$ cat src/rtl/booth_mul_seq.sv
// booth_mul_seq: iterative radix-2 Booth signed multiplier, WIDTH x WIDTH -> 2*WIDTH.
// One Booth step per clock, WIDTH steps per product. The subtract operand (-A)
// comes from the upstream two's-complement negator, so no negation logic lives here.
// Optional build macro BOOTH_MUL_OVF_FLAG_EN adds the OVF output (product does not
// fit in a WIDTH-bit signed value).
module booth_mul_seq #(
   parameter int WIDTH = 32
) (
   input  logic             CLK,
   input  logic             RST,
   input  logic             START,
   input  logic [WIDTH-1:0] MCAND,
   input  logic [WIDTH-1:0] MCAND_NEG,
   input  logic [WIDTH-1:0] MPLIER,
   output logic             BUSY,
   output logic             DONE,
   output logic [WIDTH-1:0] PROD_HI,
   output logic [WIDTH-1:0] PROD_LO
`ifdef BOOTH_MUL_OVF_FLAG_EN
   ,
   output logic             OVF
`endif
);

   localparam int AW = 2 * WIDTH + 2;          // accumulator: 33-bit upper half + multiplier + Booth bit
   localparam int CW = (WIDTH > 1) ? $clog2(WIDTH) : 1;
   localparam logic [CW-1:0]    CNT_LAST = CW'(WIDTH - 1);
   localparam logic [CW-1:0]    CNT_ONE  = CW'(1);
   localparam logic [WIDTH-1:0] MOST_NEG = {1'b1, {(WIDTH-1){1'b0}}};

   typedef enum logic [1:0] {
      ST_IDLE = 2'd0,
      ST_RUN  = 2'd1,
      ST_DONE = 2'd2
   } state_t;

   state_t           state_r;
   logic [AW-1:0]    acc_r;
   logic [WIDTH:0]   m_r;
   logic [WIDTH:0]   mn_r;
   logic [CW-1:0]    cnt_r;
   logic             busy_r;
   logic             done_r;
   logic [WIDTH-1:0] prod_hi_r;
   logic [WIDTH-1:0] prod_lo_r;
`ifdef BOOTH_MUL_OVF_FLAG_EN
   logic             ovf_r;
`endif

   logic [WIDTH:0]   sum_s;
   logic [AW-1:0]    acc_next_s;
   logic [AW-1:0]    acc_load_s;
   logic [WIDTH:0]   m_load_s;
   logic [WIDTH:0]   mn_load_s;

   // Operand capture values: -A gets its sign bit fixed up so that A = most-negative yields +2^(WIDTH-1).
   always_comb begin
      acc_load_s = {{(WIDTH+1){1'b0}}, MPLIER, 1'b0};
      m_load_s   = {MCAND[WIDTH-1], MCAND};
      if (MCAND == MOST_NEG) begin
         mn_load_s = {~MCAND_NEG[WIDTH-1], MCAND_NEG};
      end else begin
         mn_load_s = {MCAND_NEG[WIDTH-1], MCAND_NEG};
      end
   end

   // One Booth step: conditional add of +A / -A into the upper half, then arithmetic shift right.
   always_comb begin
      sum_s = acc_r[AW-1:WIDTH+1];
      case (acc_r[1:0])
         2'b01:   sum_s = acc_r[AW-1:WIDTH+1] + m_r;
         2'b10:   sum_s = acc_r[AW-1:WIDTH+1] + mn_r;
         default: sum_s = acc_r[AW-1:WIDTH+1];
      endcase
      acc_next_s = {sum_s[WIDTH], sum_s, acc_r[WIDTH:1]};
   end

   // Control FSM, datapath registers and registered outputs.
   always_ff @(posedge CLK or posedge RST) begin
      if (RST) begin
         state_r   <= ST_IDLE;
         acc_r     <= {AW{1'b0}};
         m_r       <= {(WIDTH+1){1'b0}};
         mn_r      <= {(WIDTH+1){1'b0}};
         cnt_r     <= {CW{1'b0}};
         busy_r    <= 1'b0;
         done_r    <= 1'b0;
         prod_hi_r <= {WIDTH{1'b0}};
         prod_lo_r <= {WIDTH{1'b0}};
`ifdef BOOTH_MUL_OVF_FLAG_EN
         ovf_r     <= 1'b0;
`endif
      end else begin
         done_r <= 1'b0;
         case (state_r)
            ST_IDLE: begin
               if (START) begin
                  acc_r   <= acc_load_s;
                  m_r     <= m_load_s;
                  mn_r    <= mn_load_s;
                  cnt_r   <= {CW{1'b0}};
                  busy_r  <= 1'b1;
                  state_r <= ST_RUN;
               end else begin
                  state_r <= ST_IDLE;
               end
            end
            ST_RUN: begin
               // START is deliberately not looked at here: requests during a multiply are dropped.
               acc_r <= acc_next_s;
               cnt_r <= cnt_r + CNT_ONE;
               if (cnt_r == CNT_LAST) begin
                  busy_r  <= 1'b0;
                  state_r <= ST_DONE;
               end else begin
                  state_r <= ST_RUN;
               end
            end
            ST_DONE: begin
               done_r    <= 1'b1;
               prod_hi_r <= acc_r[2*WIDTH:WIDTH+1];
               prod_lo_r <= acc_r[WIDTH:1];
`ifdef BOOTH_MUL_OVF_FLAG_EN
               ovf_r     <= (acc_r[2*WIDTH:WIDTH+1] != {WIDTH{acc_r[WIDTH]}});
`endif
               if (START) begin
                  acc_r   <= acc_load_s;
                  m_r     <= m_load_s;
                  mn_r    <= mn_load_s;
                  cnt_r   <= {CW{1'b0}};
                  busy_r  <= 1'b1;
                  state_r <= ST_RUN;
               end else begin
                  state_r <= ST_IDLE;
               end
            end
            default: begin
               busy_r  <= 1'b0;
               state_r <= ST_IDLE;
            end
         endcase
      end
   end

   assign BUSY    = busy_r;
   assign DONE    = done_r;
   assign PROD_HI = prod_hi_r;
   assign PROD_LO = prod_lo_r;
`ifdef BOOTH_MUL_OVF_FLAG_EN
   assign OVF     = ovf_r;
`endif

endmodule
$ cat config.mk
export PLATFORM = sky130hd
export DESIGN_NAME = booth_mul_seq
export DESIGN_NICKNAME = d
export VERILOG_FILES = /design/src/rtl/booth_mul_seq.sv
export SDC_FILE = /design/constraint.sdc
export NUM_CORES = 1
export LEC_CHECK = 0
export BUFFER_PORTS_ARGS = -buffer_cell sky130_fd_sc_hd__buf_4
export CORE_MARGIN = 2
export CORE_UTILIZATION = 60
export CTS_CLUSTER_SIZE = 8
export DETAILED_ROUTE_END_ITERATION = 7
export MAX_ROUTING_LAYER = met4
export PLACE_DENSITY = 0.95
export SETUP_SLACK_MARGIN = 0.5
export SLEW_MARGIN = 20
export SYNTH_ARGS = -nofsm -noshare
export SYNTH_HDL_FRONTEND = slang
export SYNTH_SLANG_ARGS = --single-unit
export TNS_END_PERCENT = 100
$ cat constraint.sdc
create_clock -name CLK -period 11.35 [get_ports CLK]
set_clock_uncertainty 0.2 [all_clocks]
set_input_delay 1.135 -clock CLK [delete_from_list [all_inputs] [get_ports CLK]]
set_output_delay 1.135 -clock CLK [all_outputs]
set_load 0.03 [all_outputs]
==> impl_metrics.yaml <==
status:
  status: "finished, final reports clean"
clocking:
  cts-root-buf: "clkbuf_16"
  htreeDepth: 1
  cts_setup_buffers: 0
  cts_tree: "built"
  ctsResizeCount: 0
  numCtsBuffers: 29
  clock_path_buffers: 3
  clk_pin_slew_ns: 0.05
  clk_latency_ns: 0.52
  cts_hold_buf: 0
  cts.sinks: 203
timing:
  setup_ws_ns: 7.40
  tns_ns: 0
  max_freq_mhz: 253
  setup_viol: 0
  worst_slew_pin_slew_ns: 1.09
  slew_headroom_pct: 27.5
  period_share_pct: 34.8
  drv_slew: 0
  post-route-min-period_ns: 3.95
  final_hold_viol_count: 0
  rsz0062_at_grt: "no"
placed_design:
  port-buffer-count: 164
  gp_congestion: 0.946
  placed_area_um2: 11700
  pre_cts_slack_ns: 7.48
  hpwl_mm: 17.2
routing:
  post_drt_wl_per_cell_um: 18.5
  drt-pass1-iter-count: 7
  drtAntennaViolNets: 0
  wl_mm: 26.0
  dr.first_iter.drc_count: 648
  drc_errors: 0
  num_vias: 8226
  vias_per_cell: 5.87
global_route:
  track_usage_pct: 29.5
  grt_overflow: 0
  grt_pass1_wl_mm: 42.0
  first_global_vias: 8226
  antenna_found_initial: 0
  grt_max_degree: 123
cells_and_area:
  final_area_um2: 12500
  final_cell_mix: "261 x nand2_1, 202 x dfrtp_1, 171 x buf_4, 96 x mux2_2, 72 x o21ai_0"
  layout.nets: 1311
  syn_to_final_growth_pct: 20.8
  drive_gt1_share_pct: 26.9
  final_util_pct: 73.3
  final_common_cell: "nand2_1"
  diodes: 0
min_path:
  holdCritStartpoint: "m_r[12]"
  hp-class: "reg -> reg"
logic_synthesis:
  synth_seq_cells: 203
  synthesis.area_um2: 10400
  synth.largest_area_cell: "dfrtp_1"
  syn_nets: 1165
  synthCells: 1029
  synth_area_leaders: "dfrtp_1 49%, mux2_2 10%, nand2_1 9.5%, ha_1 4.3%, mux2i_1 3.7%"
  ys_async_sr_fraction_pct: 100
  yosysWarnings: 0
  synth_top_cell_area_share_pct: 49.0
  synth_edf_count: 0
  synth_ff_type: "dfrtp_1"
  syn_avg_cell_area_um2: 10.1
  synth_cell_type_count: 61
  ys_seq_area_share_pct: 49.0
worst_setup_path:
  crit_fanout: 33
  worstSetupStartpointType: "flip-flop"
  critPathKind: "reg -> reg"
  cp.required_ns: 11.53
  r2r_start: "acc_r[0]"
  crit_start: "acc_r[0]"
  worstSetupEndpointType: "flip-flop"
  crit_arrival_ns: 4.13
die:
  coreArea_um2: 17100
  die_w_um: 135
  die_y_um: 135
  io_pins: 165
  initial_core_util_pct: 60.7
  rows: 48
  dieArea_um2: 18300
power_and_ir_drop:
  vdd_ir_drop_max_mv: 0.221
  total_power_uw: 4420
  power-per-cell-area_nw_per_um2: 353
  power_leakage_uw: 0.00611
job:
  maxCapViolCount: 0
[cells in the mapped netlist (2+ instances only)]
library cell / instances
nand4_1: 7
o21ai_2: 2
a211o_1: 3
a21oi_1: 43
a22oi_1: 12
nor2_1: 31
o21bai_1: 5
xnor2_1: 15
buf_1: 6
mux2i_1: 38
nor3_1: 8
a31oi_1: 4
clkbuf_1: 46
buf_2: 4
mux2_2: 96
a21o_1: 9
nor4_1: 9
nand2b_1: 5
nor2b_1: 6
nand2_1: 261
o21ai_0: 72
ha_1: 36
and2_1: 6
and3_1: 7
a21boi_0: 3
xor2_1: 13
o21a_1: 5
a22o_1: 11
a311oi_1: 3
a221oi_1: 2
o211a_1: 2
a32oi_1: 2
dfrtp_1: 203
inv_1: 7
o211ai_1: 4
o21ai_1: 6
nand3_1: 13
[kinds of logic (layout without fill, tap and decap cells)]
kind of cell               count (synthesis)  after routing  synth area share [%]
buffers and inverters                     64            211                  2.40
DFF                                      203            203                  49.0
muxes                                    134            134                  14.1
adders and majority gates                 37             37                  4.54
AOI/OAI and AO/OA                        203            203                  13.0
and+or+nand+nor                          360            360                  14.6
xor gates and xnor gates                  28             28                  2.37
[flip-flops by register name, indices dropped and copies added, names as in the netlist]
register	cells
BUSY	1
DONE	1
PROD_HI	32
PROD_LO	32
acc_r	65
cnt_r	5
m_r	32
mn_r	33
state_r	2
[metrics by stage]
step           hold WS (ns)  cells
6_report              0.267   1401
5_1_grt               0.287   1401
4_1_cts               0.269   1401
3_5_place_dp          0.258   1369
3_3_place_gp          0.252   1369
2_1_floorplan         0.240   1029
[power breakdown]
group / internal, uW / leakage, uW / switching (uW)
combinational: 958 / 0.00324 / 1360
clock: 468 / 0.000374 / 289
sequential: 1060 / 0.00250 / 279
total: 2490 / 0.00611 / 1930
[layer usage]
layer	part of all wire [%]	up-vias	track usage [%]	wire, um
met1	43	3995	39.1	11100
met5	0	-	-	0
met4	1.6	0	7.29	410
li1	-	3882	-	-
met3	6.8	43	4.71	1770
met2	49	306	48.1	12700
[critical path, cell delays in order (launching register included)]
cell       delay, ns
dfrtp_1         0.37
inv_1           0.06
ha_1            0.14
buf_4           0.42
mux2_2          0.40
ha_1            0.21
fa_1            0.40
nand3_1         0.14
a31oi_2         0.15
nor2_1          0.20
o21ai_2         0.13
a2111oi_2       0.43
or2_4           0.23
mux2i_1         0.22
a31oi_1         0.11
[final cells by class]
| cell class | instances | area [um2] |
|---|---|---|
| inverter | 7 | 33.8 |
| timing repair buffer | 172 | 1290 |
| clock inverter | 1 | 30.0 |
| tap | 225 | 282 |
| fill | 1183 | 4550 |
| sequential | 203 | 5080 |
| clock buffer | 31 | 733 |
| multi-input combinational | 762 | 5050 |
[worst paths after layout]
path,endpoint,slack (ns),depth (start not counted)
max,acc_r[64],7.40,14
min,m_r[12],0.27,2
max reg2reg,acc_r[64],7.40,14
min reg2reg,m_r[12],0.27,2
max in group asynchronous,mn_r[23],9.19,3
min in group asynchronous,PROD_HI[1],0.57,2
(Power assumes the default switching activity.)
